$ cat src/rtl/ibex_xif_fetch_responder_if.sv
// Core-side fetch handshake and OBI-style instruction bus of the fetch responder.
// slave is the responder's view; master is the core/bus environment's view.
interface ibex_xif_fetch_responder_if;
  logic        req;
  logic        branch;
  logic [31:0] branch_addr;
  logic        ready;
  logic        valid;
  logic [31:0] rdata;
  logic [31:0] addr;
  logic        err;
  logic        err_plus2;
  logic        enable;
  logic        invalidate;
  logic        busy;
  logic        instr_req_o;
  logic [31:0] instr_addr_o;
  logic        instr_gnt_i;
  logic        instr_rvalid_i;
  logic [31:0] instr_rdata_i;
  logic        instr_err_i;

  modport slave (
    input  req, branch, branch_addr, ready, enable, invalidate,
           instr_gnt_i, instr_rvalid_i, instr_rdata_i, instr_err_i,
    output valid, rdata, addr, err, err_plus2, busy, instr_req_o, instr_addr_o
  );

  modport master (
    output req, branch, branch_addr, ready, enable, invalidate,
           instr_gnt_i, instr_rvalid_i, instr_rdata_i, instr_err_i,
    input  valid, rdata, addr, err, err_plus2, busy, instr_req_o, instr_addr_o
  );
endinterface

$ cat src/rtl/ibex_xif_fetch_responder.sv
// Cacheless stand-in for the instruction cache: fetches words over the instruction bus
// and returns them in order to the core through a small response FIFO.
module ibex_xif_fetch_responder #(
  parameter int unsigned FIFO_DEPTH      = 4,
  parameter int unsigned NUM_OUTSTANDING = 2,
  parameter int unsigned INV_CYCLES      = 8
) (
  input logic clk,
  input logic rst_n,
  ibex_xif_fetch_responder_if.slave bus
);

  localparam int unsigned PTR_W = $clog2(FIFO_DEPTH);
  localparam int unsigned CNT_W = $clog2(FIFO_DEPTH + 1);
  localparam int unsigned INV_W = $clog2(INV_CYCLES + 1);
  localparam logic [CNT_W-1:0] MAX_OUT  = CNT_W'(NUM_OUTSTANDING);
  localparam logic [CNT_W-1:0] DEPTH    = CNT_W'(FIFO_DEPTH);
  localparam logic [CNT_W:0]   DEPTH_X  = (CNT_W + 1)'(FIFO_DEPTH);
  localparam logic [INV_W-1:0] INV_LOAD = INV_W'(INV_CYCLES);

  typedef struct packed {
    logic [31:0] rdata;
    logic [31:0] addr;
    logic        err;
  } entry_t;

  entry_t           mem_q [FIFO_DEPTH];
  logic [PTR_W-1:0] wr_ptr_q, wr_ptr_d, rd_ptr_q, rd_ptr_d;
  logic [CNT_W-1:0] count_q, count_d;
  logic [CNT_W-1:0] outstanding_q, outstanding_d;
  logic [CNT_W-1:0] discard_q, discard_d;
  logic [INV_W-1:0] inv_cnt_q, inv_cnt_d;
  logic [31:0]      fetch_addr_q, fetch_addr_d;
  logic [31:0]      resp_addr_q, resp_addr_d;
  logic [31:0]      pend_addr_q, pend_addr_d;
  logic             pend_q, pend_d;
  logic             stale_q, stale_d;
  logic             halted_q, halted_d;

  logic             can_issue, gnt_fire, stale_gnt, drop, push, pop, fifo_nempty;
  logic [CNT_W:0]   occupancy;
  logic [31:0]      target;
  entry_t           head;
  logic             unused_inputs;

  assign unused_inputs = bus.enable ^ (^bus.branch_addr[1:0]);
  assign target        = {bus.branch_addr[31:2], 2'b00};
  assign occupancy     = {1'b0, outstanding_q} + {1'b0, count_q};

  assign can_issue = bus.req & ~bus.branch & ~halted_q & (inv_cnt_q == '0) &
                     (outstanding_q < MAX_OUT) & (occupancy < DEPTH_X);

  // An ungranted request is held with its address regardless of branch/req/invalidate.
  assign bus.instr_req_o  = pend_q | can_issue;
  assign bus.instr_addr_o = pend_q ? pend_addr_q : fetch_addr_q;

  assign gnt_fire  = bus.instr_req_o & bus.instr_gnt_i;
  // A held request that was overtaken by a branch belongs to the old stream.
  assign stale_gnt = gnt_fire & pend_q & stale_q;
  assign drop      = discard_q != '0;
  assign push      = bus.instr_rvalid_i & ~bus.branch & ~drop;

  assign fifo_nempty   = count_q != '0;
  assign head          = mem_q[rd_ptr_q];
  assign bus.valid     = fifo_nempty & ~bus.branch;
  assign bus.rdata     = fifo_nempty ? head.rdata : '0;
  assign bus.addr      = fifo_nempty ? head.addr : '0;
  assign bus.err       = fifo_nempty & head.err;
  assign bus.err_plus2 = 1'b0;
  assign pop           = bus.valid & bus.ready;

  assign bus.busy = (outstanding_q != '0) | (inv_cnt_q != '0) | bus.invalidate;

  always_comb begin
    fetch_addr_d  = fetch_addr_q;
    resp_addr_d   = resp_addr_q;
    halted_d      = halted_q;
    wr_ptr_d      = wr_ptr_q;
    rd_ptr_d      = rd_ptr_q;
    count_d       = count_q;
    discard_d     = discard_q;
    outstanding_d = outstanding_q + CNT_W'(gnt_fire) - CNT_W'(bus.instr_rvalid_i);
    pend_d        = bus.instr_req_o & ~bus.instr_gnt_i;
    pend_addr_d   = bus.instr_addr_o;
    stale_d       = stale_q;
    if (gnt_fire) begin
      stale_d = 1'b0;
    end else if (bus.branch & pend_q) begin
      stale_d = 1'b1;
    end
    if (bus.invalidate) begin
      inv_cnt_d = INV_LOAD;
    end else if (inv_cnt_q != '0) begin
      inv_cnt_d = inv_cnt_q - INV_W'(1);
    end else begin
      inv_cnt_d = '0;
    end

    if (bus.branch) begin
      // Everything still in flight after this cycle predates the redirect.
      fetch_addr_d = target;
      resp_addr_d  = target;
      halted_d     = 1'b0;
      discard_d    = outstanding_d;
      wr_ptr_d     = '0;
      rd_ptr_d     = '0;
      count_d      = '0;
    end else begin
      if (gnt_fire & ~stale_gnt) begin
        fetch_addr_d = fetch_addr_q + 32'd4;
      end
      if (push) begin
        resp_addr_d = resp_addr_q + 32'd4;
        wr_ptr_d    = wr_ptr_q + PTR_W'(1);
        if (bus.instr_err_i) begin
          halted_d = 1'b1;
        end
      end
      if (pop) begin
        rd_ptr_d = rd_ptr_q + PTR_W'(1);
      end
      count_d   = count_q + CNT_W'(push) - CNT_W'(pop);
      discard_d = discard_q + CNT_W'(stale_gnt) - CNT_W'(bus.instr_rvalid_i & drop);
    end
  end

  always_ff @(posedge clk or negedge rst_n) begin
    if (!rst_n) begin
      fetch_addr_q  <= '0;
      resp_addr_q   <= '0;
      pend_addr_q   <= '0;
      pend_q        <= 1'b0;
      stale_q       <= 1'b0;
      halted_q      <= 1'b0;
      wr_ptr_q      <= '0;
      rd_ptr_q      <= '0;
      count_q       <= '0;
      outstanding_q <= '0;
      discard_q     <= '0;
      inv_cnt_q     <= '0;
    end else begin
      fetch_addr_q  <= fetch_addr_d;
      resp_addr_q   <= resp_addr_d;
      pend_addr_q   <= pend_addr_d;
      pend_q        <= pend_d;
      stale_q       <= stale_d;
      halted_q      <= halted_d;
      wr_ptr_q      <= wr_ptr_d;
      rd_ptr_q      <= rd_ptr_d;
      count_q       <= count_d;
      outstanding_q <= outstanding_d;
      discard_q     <= discard_d;
      inv_cnt_q     <= inv_cnt_d;
    end
  end

  always_ff @(posedge clk) begin
    if (push) begin
      mem_q[wr_ptr_q] <= {bus.instr_rdata_i, resp_addr_q, bus.instr_err_i};
    end
  end

  a_rvalid_needs_outstanding: assert property (@(posedge clk) disable iff (!rst_n)
    bus.instr_rvalid_i |-> outstanding_q != '0);

  a_branch_addr_known: assert property (@(posedge clk) disable iff (!rst_n)
    bus.branch |-> !$isunknown(bus.branch_addr));

  a_no_push_when_full: assert property (@(posedge clk) disable iff (!rst_n)
    push |-> count_q != DEPTH);

  a_output_stable: assert property (@(posedge clk) disable iff (!rst_n)
    (bus.valid & ~bus.ready & ~bus.branch) |=>
      (bus.branch | (bus.valid & $stable(bus.rdata) & $stable(bus.addr) & $stable(bus.err))));

endmodule

$ cat src/flat_wrapper.sv
// flat-port wrapper written by rule: the top's interface ports become plain ports
module ibex_xif_fetch_responder_flat 
#(
  parameter int unsigned FIFO_DEPTH      = 4,
  parameter int unsigned NUM_OUTSTANDING = 2,
  parameter int unsigned INV_CYCLES      = 8
)
  (clk, rst_n, bus_req, bus_branch, bus_branch_addr, bus_ready, bus_enable, bus_invalidate, bus_instr_gnt_i, bus_instr_rvalid_i, bus_instr_rdata_i, bus_instr_err_i, bus_valid, bus_rdata, bus_addr, bus_err, bus_err_plus2, bus_busy, bus_instr_req_o, bus_instr_addr_o);
  ibex_xif_fetch_responder_if bus_i ();
  input logic clk;
  input logic rst_n;
  input wire logic [$bits(bus_i.req)-1:0] bus_req;
  input wire logic [$bits(bus_i.branch)-1:0] bus_branch;
  input wire logic [$bits(bus_i.branch_addr)-1:0] bus_branch_addr;
  input wire logic [$bits(bus_i.ready)-1:0] bus_ready;
  input wire logic [$bits(bus_i.enable)-1:0] bus_enable;
  input wire logic [$bits(bus_i.invalidate)-1:0] bus_invalidate;
  input wire logic [$bits(bus_i.instr_gnt_i)-1:0] bus_instr_gnt_i;
  input wire logic [$bits(bus_i.instr_rvalid_i)-1:0] bus_instr_rvalid_i;
  input wire logic [$bits(bus_i.instr_rdata_i)-1:0] bus_instr_rdata_i;
  input wire logic [$bits(bus_i.instr_err_i)-1:0] bus_instr_err_i;
  output wire logic [$bits(bus_i.valid)-1:0] bus_valid;
  output wire logic [$bits(bus_i.rdata)-1:0] bus_rdata;
  output wire logic [$bits(bus_i.addr)-1:0] bus_addr;
  output wire logic [$bits(bus_i.err)-1:0] bus_err;
  output wire logic [$bits(bus_i.err_plus2)-1:0] bus_err_plus2;
  output wire logic [$bits(bus_i.busy)-1:0] bus_busy;
  output wire logic [$bits(bus_i.instr_req_o)-1:0] bus_instr_req_o;
  output wire logic [$bits(bus_i.instr_addr_o)-1:0] bus_instr_addr_o;
  assign bus_i.req = bus_req;
  assign bus_i.branch = bus_branch;
  assign bus_i.branch_addr = bus_branch_addr;
  assign bus_i.ready = bus_ready;
  assign bus_i.enable = bus_enable;
  assign bus_i.invalidate = bus_invalidate;
  assign bus_i.instr_gnt_i = bus_instr_gnt_i;
  assign bus_i.instr_rvalid_i = bus_instr_rvalid_i;
  assign bus_i.instr_rdata_i = bus_instr_rdata_i;
  assign bus_i.instr_err_i = bus_instr_err_i;
  assign bus_valid = bus_i.valid;
  assign bus_rdata = bus_i.rdata;
  assign bus_addr = bus_i.addr;
  assign bus_err = bus_i.err;
  assign bus_err_plus2 = bus_i.err_plus2;
  assign bus_busy = bus_i.busy;
  assign bus_instr_req_o = bus_i.instr_req_o;
  assign bus_instr_addr_o = bus_i.instr_addr_o;
  ibex_xif_fetch_responder #(.FIFO_DEPTH(FIFO_DEPTH), .NUM_OUTSTANDING(NUM_OUTSTANDING), .INV_CYCLES(INV_CYCLES)) u_core (.clk(clk), .rst_n(rst_n), .bus(bus_i));
endmodule
$ cat config.mk
export PLATFORM = sky130hd
export DESIGN_NAME = ibex_xif_fetch_responder_flat
export DESIGN_NICKNAME = d
export VERILOG_FILES = /design/src/rtl/ibex_xif_fetch_responder_if.sv /design/src/rtl/ibex_xif_fetch_responder.sv /design/src/flat_wrapper.sv
export SDC_FILE = /design/constraint.sdc
export NUM_CORES = 1
export LEC_CHECK = 0
export ABC_AREA = 1
export BUFFER_PORTS_ARGS = -buffer_cell sky130_fd_sc_hd__buf_2
export CELL_PAD_IN_SITES_DETAIL_PLACEMENT = 0
export CELL_PAD_IN_SITES_GLOBAL_PLACEMENT = 1
export CORE_MARGIN = 2
export CORE_UTILIZATION = 46
export DETAILED_ROUTE_END_ITERATION = 7
export PLACE_DENSITY_LB_ADDON = 0.08
export RECOVER_POWER = 100
export SLEW_MARGIN = 20
export SYNTH_ARGS = -nofsm -noshare
export SYNTH_HDL_FRONTEND = slang
export SYNTH_SLANG_ARGS = --single-unit
$ cat constraint.sdc
create_clock -name clk -period 4.8 [get_ports clk]
set_input_delay 1.44 -clock clk [delete_from_list [all_inputs] [get_ports clk]]
set_output_delay 1.44 -clock clk [all_outputs]
set_load 0.1 [all_outputs]
==> results.yml <==
logic_synthesis:
  syn_inst: 1718
  async_reset_ff_share_pct: 30.8
  synth_cell_type_count: 38
  synth_seq_area_share_pct: 63.4
  synth_area_sq_um: 16400
  synth_edf_count: 252
  ys_seq_elements: 364
  syn_avg_cell_area_sq_um: 9.52
  synth_ff_type: "edfxtp_1"
  yosysWarnings: 0
job:
  maxCapViolCount: 4
worst_setup_path:
  cp_slowest_cell: "clkbuf_1"
  cpPeakStageDelay_ns: 0.88
  crit_type: "primary input to output port"
  worstSetupEndpointType: "output port"
  rrSetupSlack_ns: 1.04
  critPathArrivalTime_ns: 3.00
  cp.required_ns: 3.36
  start_kind: "primary input"
  worstPathCellList: "buf_2 > nor2_1 > nand3_2 > nor2_1 > nand2_1 > nand2_1 > clkbuf_1"
  r2r-start: "u_core.discard_q[1]"
  crit_path_max_fanout: 3
  startpoint: "bus_branch"
routing:
  postRouteWirelength_mm: 40.4
  viasPerCell: 5.05
  drt_iter0_drc: 652
  via_count: 11900
  final_antenna_net_count: 0
  drt_drc_violations_left: 0
  wl_per_cell_um: 17.1
  first_pass_iters: 5
clock_tree:
  ctsResizeCount: 0
  h-tree-depth: 2
  cts_setup_buffers: 0
  path_clk_slew_ns: 0.06
  worstSkewPairLatency_ns: 0.54
  cts_buffers: 39
  cts-root-buf: "clkbuf_16"
  cts_buffer_depth: 3
  cts_tree: "done"
  ctsHoldBuffers: 0
  clock-sinks: 364
pwr:
  peakVddDrop_v: 0.000367
  powerDensity_nw_per_um2: 590
  leakagePower_nw: 7.49
finish:
  fin_nets: 1967
  mostFrequentLayoutCells: "nand2_1, nor2_1, edfxtp_1"
  syn_to_final_growth_pct: 14.7
  drive_gt1_share_pct: 9.51
  final_common_cell: "nand2_1"
  stdcell_area_sq_um: 18800
  stdcell_count: 2364
  diodes: 0
floorplanning:
  start_util_pct: 46.3
  dieArea_sq_um: 37100
  die_w_um: 193
  fp-row-count: 69
  coreArea_sq_um: 35300
  die_h_um: 193
  num_io_pins: 175
timing:
  fin_crit_ns: 4.44
  worstMarginPinSlew_ns: 2.57
  fmax_mhz: 225
  fin_skew_ns: 0.0199
  rsz0062_at_grt: "false"
  finalSetupViolations: 0
  hold_violations: 0
  maxSlewViolCount: 90
  holdWs_ns: 0.421
  relSlewSlack_pct: -71.4
  period_share_pct: 92.6
grt:
  grt_pass1_vias: 11600
  grt_pass1_wl_mm: 62.3
  grt-ovfl-total: 0
  grt_max_degree: 130
  grt_usage_pct: 22.0
  antenna_found_initial: 0
placement:
  port_buffers: 168
  dpl_cell_area_sq_um: 17800
  gp_congestion: 0.866
  placed_cells: 2294
  hpwl_mm: 26.3
status:
  violations: "max-capacitance violations, max-slew violations"
  status: "finished, violations left"
worst_hold_path:
  min_path_type: "flop to flop"
  worstHoldStart: "u_core.inv_cnt_q[0]"
through the flow:
stage | util, % | worst slack (ns) | power [W] | setup TNS [ns]
2_1_floorplan | - | -0.278 | 0.00746 | -69.97
6_report | 53.1 | 0.357 | 0.0111 | 0
3_3_place_gp | 50.3 | 0.871 | 0.00838 | 0
5_1_grt | 53.1 | 0.261 | 0.0116 | 0
4_1_cts | 53.7 | 0.627 | 0.0112 | 0
3_5_place_dp | 50.3 | 0.864 | 0.00842 | 0
sequential cells by signal, summed over array words and instances (netlist names):
register	flops
u_core.discard_q	3
u_core.outstanding_q	3
u_core.pend_addr_q	32
u_core.inv_cnt_q	4
u_core.fetch_addr_q	30
u_core.resp_addr_q	30
u_core.count_q	3
u_core.mem_q	252
u_core.wr_ptr_q	2
u_core.halted_q	1
u_core.pend_q	1
u_core.stale_q	1
u_core.rd_ptr_q	2
layout make-up:
| class | count | area [sq um] |
|---|---|---|
| Timing Repair Buffer | 191 | 991 |
| Tap cell | 461 | 577 |
| Clock buffer | 53 | 1060 |
| Multi-Input combinational cell | 1171 | 5210 |
| Clock inverter | 17 | 139 |
| Sequential cell | 364 | 10400 |
| Fill cell | 3288 | 16600 |
| Inverter | 107 | 404 |
power by group:
group | switching (W) | internal (W)
sequential | 0.000229 | 0.00366
clock | 0.00120 | 0.00157
combinational | 0.00366 | 0.000739
cells in the mapped netlist (all sizes together) (4+ instances only):
master | number | share of area, %
nand2 | 392 | 9.1
nor2 | 361 | 8.3
edfxtp | 252 | 46
o21ai | 196 | 6.0
dfrtp | 112 | 17
inv | 107 | 2.5
a21oi | 82 | 2.5
nand3 | 68 | 2.2
clkbuf | 45 | 1.0
buf | 33 | 1.1
ha | 16 | 1.2
xor2 | 11 | 0.59
nand4 | 7 | 0.27
nor3 | 6 | 0.18
o211ai | 5 | 0.23
xnor2 | 5 | 0.27
nand3b | 4 | 0.18
cell families (layout without fill, tap and decap cells):
| kind of cell | Yosys count | after routing | share of synthesized area (%) |
|---|---|---|---|
| fa+ha+maj | 19 | 19 | 1.59 |
| other cells | 1 | 3 | 0.0229 |
| buf+inv | 185 | 368 | 4.63 |
| compound gates | 291 | 291 | 9.10 |
| flops | 364 | 364 | 63.4 |
| simple gates | 842 | 842 | 20.4 |
| xor+xnor | 16 | 16 | 0.857 |
worst max-delay path: cells and delay by family:
family	cells	cell delay, ns
simple gates	5	0.58
buf+inv	2	0.98
path summary, 6_finish.rpt:
check	to	cells after the start
min in group asynchronous	u_core.resp_addr_q[23]	1
worst min-delay path	u_core.inv_cnt_q[0]	1
max in group asynchronous	u_core.pend_addr_q[30]	2
worst min register to register	u_core.inv_cnt_q[0]	1
worst max-delay path	bus_instr_req_o	7
worst max register to register	u_core.mem_q[3][11]	7
metal layers:
layer / global-route usage, % / share of wire [%] / routed length, um
met1: 28.3 / 44 / 17800
met2: 38.9 / 50 / 20200
met3: 2.93 / 3.7 / 1500
met4: 6.69 / 2.4 / 964
met5: 0 / 0 / 0
No activity file was read; power rests on OpenSTA's default activity.
